--- config.mk ---
export PLATFORM = sky130hd
export DESIGN_NAME = key_conditioner
export DESIGN_NICKNAME = d
export VERILOG_FILES = /design/src/rtl/key_pkg.sv /design/src/rtl/key_channel.sv /design/src/rtl/key_conditioner.sv
export SDC_FILE = /design/constraint.sdc
export NUM_CORES = 1
export LEC_CHECK = 0
export CORE_MARGIN = 2
export CORE_UTILIZATION = 50
export DETAILED_ROUTE_END_ITERATION = 8
export PLACE_DENSITY = 0.82
export SLEW_MARGIN = 40
export SYNTH_ARGS = -nofsm -noshare
export SYNTH_HDL_FRONTEND = slang
export SYNTH_SLANG_ARGS = --single-unit
--- constraint.sdc ---
create_clock -name clk -period 2.18 [get_ports clk]
set_clock_uncertainty 0.05 [all_clocks]
set_input_delay 0.218 -clock clk [delete_from_list [all_inputs] [get_ports clk]]
set_output_delay 0.218 -clock clk [all_outputs]
set_load 0.005 [all_outputs]
--- src/rtl/key_pkg.sv ---
// rtl/key_pkg.sv - shared state type and counter sizing for the key conditioner
package key_pkg;

  typedef enum logic [1:0] {
    S_UP,
    S_DOWN,
    S_REPEAT
  } key_state_t;

  // Bits needed to hold 0..max_val, never narrower than one bit.
  function automatic int cnt_width(input int max_val);
    return (max_val < 1) ? 1 : $clog2(max_val + 1);
  endfunction

endpackage

--- src/rtl/key_channel.sv ---
// rtl/key_channel.sv - one key: 2-flop sync, stability debounce, press/release/typematic FSM
module key_channel
  import key_pkg::*;
#(
  parameter int ACTIVE_LOW      = 1,
  parameter int DEBOUNCE_CYCLES = 16,
  parameter int REPEAT_DELAY    = 0,
  parameter int REPEAT_PERIOD   = 1
) (
  input  logic clk,
  input  logic reset,
  input  logic key_in,
  output logic held,
  output logic press_pulse,
  output logic release_pulse,
  output logic repeat_pulse
);

  localparam int DW   = cnt_width(DEBOUNCE_CYCLES);
  localparam int RMAX = (REPEAT_DELAY > REPEAT_PERIOD) ? REPEAT_DELAY : REPEAT_PERIOD;
  localparam int RW   = cnt_width(RMAX);

  localparam logic            REL_LEVEL   = (ACTIVE_LOW != 0);
  localparam bit              REPEAT_EN   = (REPEAT_DELAY != 0);
  localparam logic [DW-1:0]   DB_LAST     = DW'(DEBOUNCE_CYCLES - 1);
  localparam logic [RW-1:0]   DELAY_LAST  = RW'((REPEAT_DELAY == 0) ? 0 : REPEAT_DELAY - 1);
  localparam logic [RW-1:0]   PERIOD_LAST = RW'(REPEAT_PERIOD - 1);

  logic          sync1_q, sync1_d;
  logic          sync2_q, sync2_d;
  logic          held_q, held_d;
  logic [DW-1:0] dcnt_q, dcnt_d;
  key_state_t    state_q, state_d;
  logic [RW-1:0] rcnt_q, rcnt_d;
  logic          press_q, press_d;
  logic          release_q, release_d;
  logic          repeat_q, repeat_d;
  logic          p;
  logic          accept;

  always_comb begin
    sync1_d = key_in;
    sync2_d = sync1_q;
    p       = sync2_q ^ REL_LEVEL;

    // Any cycle that agrees with the accepted level restarts the stability count.
    accept = 1'b0;
    held_d = held_q;
    dcnt_d = dcnt_q;
    if (p == held_q) begin
      dcnt_d = '0;
    end else if (dcnt_q == DB_LAST) begin
      accept = 1'b1;
      held_d = p;
      dcnt_d = '0;
    end else begin
      dcnt_d = dcnt_q + 1'b1;
    end

    state_d   = state_q;
    rcnt_d    = rcnt_q;
    press_d   = 1'b0;
    release_d = 1'b0;
    repeat_d  = 1'b0;
    unique case (state_q)
      S_UP: begin
        if (accept) begin
          state_d = S_DOWN;
          press_d = 1'b1;
          rcnt_d  = '0;
        end
      end
      S_DOWN: begin
        if (accept) begin
          state_d   = S_UP;
          release_d = 1'b1;
          rcnt_d    = '0;
        end else if (REPEAT_EN) begin
          if (rcnt_q == DELAY_LAST) begin
            state_d  = S_REPEAT;
            repeat_d = 1'b1;
            rcnt_d   = '0;
          end else begin
            rcnt_d = rcnt_q + 1'b1;
          end
        end
      end
      S_REPEAT: begin
        // A release landing on a repeat slot suppresses that repeat.
        if (accept) begin
          state_d   = S_UP;
          release_d = 1'b1;
          rcnt_d    = '0;
        end else if (rcnt_q == PERIOD_LAST) begin
          repeat_d = 1'b1;
          rcnt_d   = '0;
        end else begin
          rcnt_d = rcnt_q + 1'b1;
        end
      end
      default: begin
        state_d = S_UP;
        rcnt_d  = '0;
      end
    endcase
  end

  always_ff @(posedge clk) begin
    if (reset) begin
      sync1_q   <= REL_LEVEL;
      sync2_q   <= REL_LEVEL;
      held_q    <= 1'b0;
      dcnt_q    <= '0;
      state_q   <= S_UP;
      rcnt_q    <= '0;
      press_q   <= 1'b0;
      release_q <= 1'b0;
      repeat_q  <= 1'b0;
    end else begin
      sync1_q   <= sync1_d;
      sync2_q   <= sync2_d;
      held_q    <= held_d;
      dcnt_q    <= dcnt_d;
      state_q   <= state_d;
      rcnt_q    <= rcnt_d;
      press_q   <= press_d;
      release_q <= release_d;
      repeat_q  <= repeat_d;
    end
  end

  assign held          = held_q;
  assign press_pulse   = press_q;
  assign release_pulse = release_q;
  assign repeat_pulse  = repeat_q;

endmodule

--- src/rtl/key_conditioner.sv ---
// rtl/key_conditioner.sv - N independent debounced key channels with press/release/repeat pulses
module key_conditioner #(
  parameter int N_KEYS          = 4,
  parameter int ACTIVE_LOW      = 1,
  parameter int DEBOUNCE_CYCLES = 16,
  parameter int REPEAT_DELAY    = 0,
  parameter int REPEAT_PERIOD   = 1
) (
  input  logic              clk,
  input  logic              reset,
  input  logic [N_KEYS-1:0] key_in,
  output logic [N_KEYS-1:0] held,
  output logic [N_KEYS-1:0] press_pulse,
  output logic [N_KEYS-1:0] release_pulse,
  output logic [N_KEYS-1:0] repeat_pulse
);

  for (genvar i = 0; i < N_KEYS; i++) begin : g_ch
    key_channel #(
      .ACTIVE_LOW      (ACTIVE_LOW),
      .DEBOUNCE_CYCLES (DEBOUNCE_CYCLES),
      .REPEAT_DELAY    (REPEAT_DELAY),
      .REPEAT_PERIOD   (REPEAT_PERIOD)
    ) u_ch (
      .clk           (clk),
      .reset         (reset),
      .key_in        (key_in[i]),
      .held          (held[i]),
      .press_pulse   (press_pulse[i]),
      .release_pulse (release_pulse[i]),
      .repeat_pulse  (repeat_pulse[i])
    );
  end

endmodule

==> out/results.txt <==
n_diodes - 0
met2 Use GR - 24.2%
Yosys reg bits - 44
fin area - 1850 um2
GR Util met1 - 14.1%
Peak VDD IR - 0.426 mV
register area share after synthesis - 52.6%
Critical Path RT - 2.43 ns
asr flop ratio synth - 0%
vias - 1036
Post-Synthesis Cells - 165
Simple-Gate Fraction of Synth Area - 20.6%
largest net degree at the start of global routing - 29
Overflow after GRT - 0
status - completed
first-pass detailed-route iteration total - 4
# fillers - 303
share of cells above drive strength 1 - 11.4%
Worst Hold Launch - g_ch[3].u_ch.sync1_q
WL final - 2270 um
MaxCap Viol Count - 0
worst skew pair latency - 0.35 ns
CTS Hold Bufs - 0
FF+latch area - 881 um2
Site Rows - 21
initial antenna violation count - 0
Port Buffers - 17
largest family of logic cells by synthesized area - simple AND/OR/NAND/NOR gates
Syn. warnings - 0
Post-DP HPWL - 1710 um
Top FF cell, synth - dfxtp_1
Min-Delay Path Depth - 1
DRC - 0
area of placed instances - 1770 um2
number of global-route vias before repair - 976
average vias per placed instance - 4.69
CTS tree - built
Critical Path Source Type - register
Final Hold Viols - 0
overall die height - 61.9 um
Max Slew Vio Count - 0
Nets - 188
fin cells - 221
Antenna Nets Post-Route - 0
XOR/XNOR Fraction of Synth Area - 6.28%
CP endpoint kind - register
Final setup viols - 0
WP data arrival - 1.92 ns
Fin Hold WS - 0.366 ns
routed length per instance - 10.3 um
All-Layer GR Usage - 13.8%
R2R setup slack - 0.51 ns
Syn Area/Cell - 10.1 um2
clock period minus final worst setup slack - 1.67 ns
# Post-CTS Setup Buffers - 0
Adder-Cell Fraction of Synth Area - 5.98%
FF-to-FF path depth - 5
Worst R2R Start - g_ch[0].u_ch.dcnt_q[0]
Core Area - 3280 um2
leakage power - 0.738 nW
CTS Sinks - 44
post_cts resized - 0
mapped cell area - 1670 um2
Design Power - 1.34 mW
multi-input logic area - 617 um2
die footprint - 3830 um2
Top Usage Layer GRT - met2
Synth Area in Compound Gates - 3.14%
Post-synth EDFFs - 0
Worst Hold Class - reg -> reg
htree depth - 2
Final Wtd Congestion - 0.726
final worst slack - 0.509 ns
initial DRC count - 19
Max Fclk - 599 MHz
Max clock buf depth - 2
final core utilization - 56.3%
Top Ports - 22
Area Growth Syn to Fin - 10.5%
first-pass GRT wire length - 3750 um
Setup CP Type - reg -> reg
mux cell area share after synthesis - 0%
Clk pin slew, worst setup/hold paths - 0.13 ns
setup TNS - 0 ns
Placed Instances - 213
chip width - 61.9 um
CTS Buf Count - 5
Min-Delay Endpoint - g_ch[3].u_ch.sync2_q
CP max FO - 5
Starting Density - 51.0%
FF-to-FF End - g_ch[0].u_ch.dcnt_q[2]
RSZ-0062 raised after global routing - no
Root Driver - clkbuf_4
met3 GRT Util - 5.18%
Power Density - 727 nW/um2
Yosys cell types - 24
DP Worst Slack - 0.534 ns
final worst path period share - 76.6%
## worst max-delay path by stage
stage | start | endpoint | cells after the start
CTS | g_ch[0].u_ch.dcnt_q[0] | g_ch[0].u_ch.dcnt_q[2] | 5
global route | g_ch[0].u_ch.dcnt_q[0] | g_ch[0].u_ch.dcnt_q[3] | 5
finish | g_ch[0].u_ch.dcnt_q[0] | g_ch[0].u_ch.dcnt_q[2] | 5
detailed placement | g_ch[0].u_ch.dcnt_q[0] | g_ch[0].u_ch.dcnt_q[2] | 5
global placement | g_ch[1].u_ch.dcnt_q[0] | g_ch[1].u_ch.dcnt_q[2] | 5
floorplan | g_ch[0].u_ch.dcnt_q[0] | g_ch[0].u_ch.dcnt_q[2] | 5
## metal layers
| layer | up-vias | part of all wire [%] |
|---|---|---|
| li1 | 531 | - |
| met1 | 477 | 41 |
| met2 | 22 | 51 |
| met3 | 6 | 5.7 |
| met4 | 0 | 2.6 |
| met5 | - | 0 |
## placed cells by master, fill, tap and decap left out, types with 5 or more instances in the layout
| master | count |
|---|---|
| inv_1 | 10 |
| or2_2 | 8 |
| clkdlybuf4s50_1 | 17 |
| nor2_1 | 25 |
| clkbuf_4 | 5 |
| ha_1 | 8 |
| dfxtp_1 | 44 |
| and3_1 | 10 |
| xor2_1 | 8 |
## where the power goes
part           switching [mW]  internal, mW  leakage, nW
logic                  0.0169        0.0177        0.340
clock network           0.253         0.239       0.0412
registers             0.00443         0.813        0.357
total                   0.274          1.07        0.738
## sequential cells by signal, indices dropped and copies added (netlist names)
name                     flops
g_ch.u_ch.state_q            4
g_ch.u_ch.dcnt_q            20
g_ch.u_ch.sync2_q            4
g_ch.u_ch.sync1_q            4
g_ch.u_ch.held               4
g_ch.u_ch.press_pulse        4
g_ch.u_ch.release_pulse      4
## cell type report
cell class,count,share of cell area (%)
flip-flops and latches,44,47.6
multi-input cells,95,33.3
repair buffers,18,9.60
well taps,46,3.11
clock inverters,3,2.30
clock buffers,5,2.03
inverters,10,2.03
## synth_stat cells (2+ instances only)
master / count / area share, %
a211oi_1: 4 / 1.8
inv_1: 10 / 2.2
or3_1: 2 / 0.75
and3_1: 10 / 3.7
xor2_1: 8 / 4.2
buf_4: 16 / 7.2
o21ai_0: 3 / 0.90
nand3_1: 4 / 1.2
or3_4: 2 / 1.3
nor2b_1: 2 / 0.75
nor4_1: 4 / 1.5
nor2_1: 25 / 5.6
ha_1: 8 / 6.0
xnor2_1: 4 / 2.1
nand2b_1: 4 / 1.5
or2_2: 8 / 3.0
dfxtp_1: 44 / 53
## critical path, cell delays in order, from the launching register on
cell and delay (ns):
dfxtp_1 0.35, ha_1 0.22, and3_1 0.19, ha_1 0.23, or3_1 0.45, nor2_1 0.13
## kinds of logic after synthesis
kind of cell | count (synthesis)
AOI/OAI and AO/OA | 8
xor gates and xnor gates | 12
adders and majority gates | 8
buffers and inverters | 29
DFF | 44
other | 1
and+or+nand+nor | 63
No activity file was read; power rests on OpenSTA's default activity.
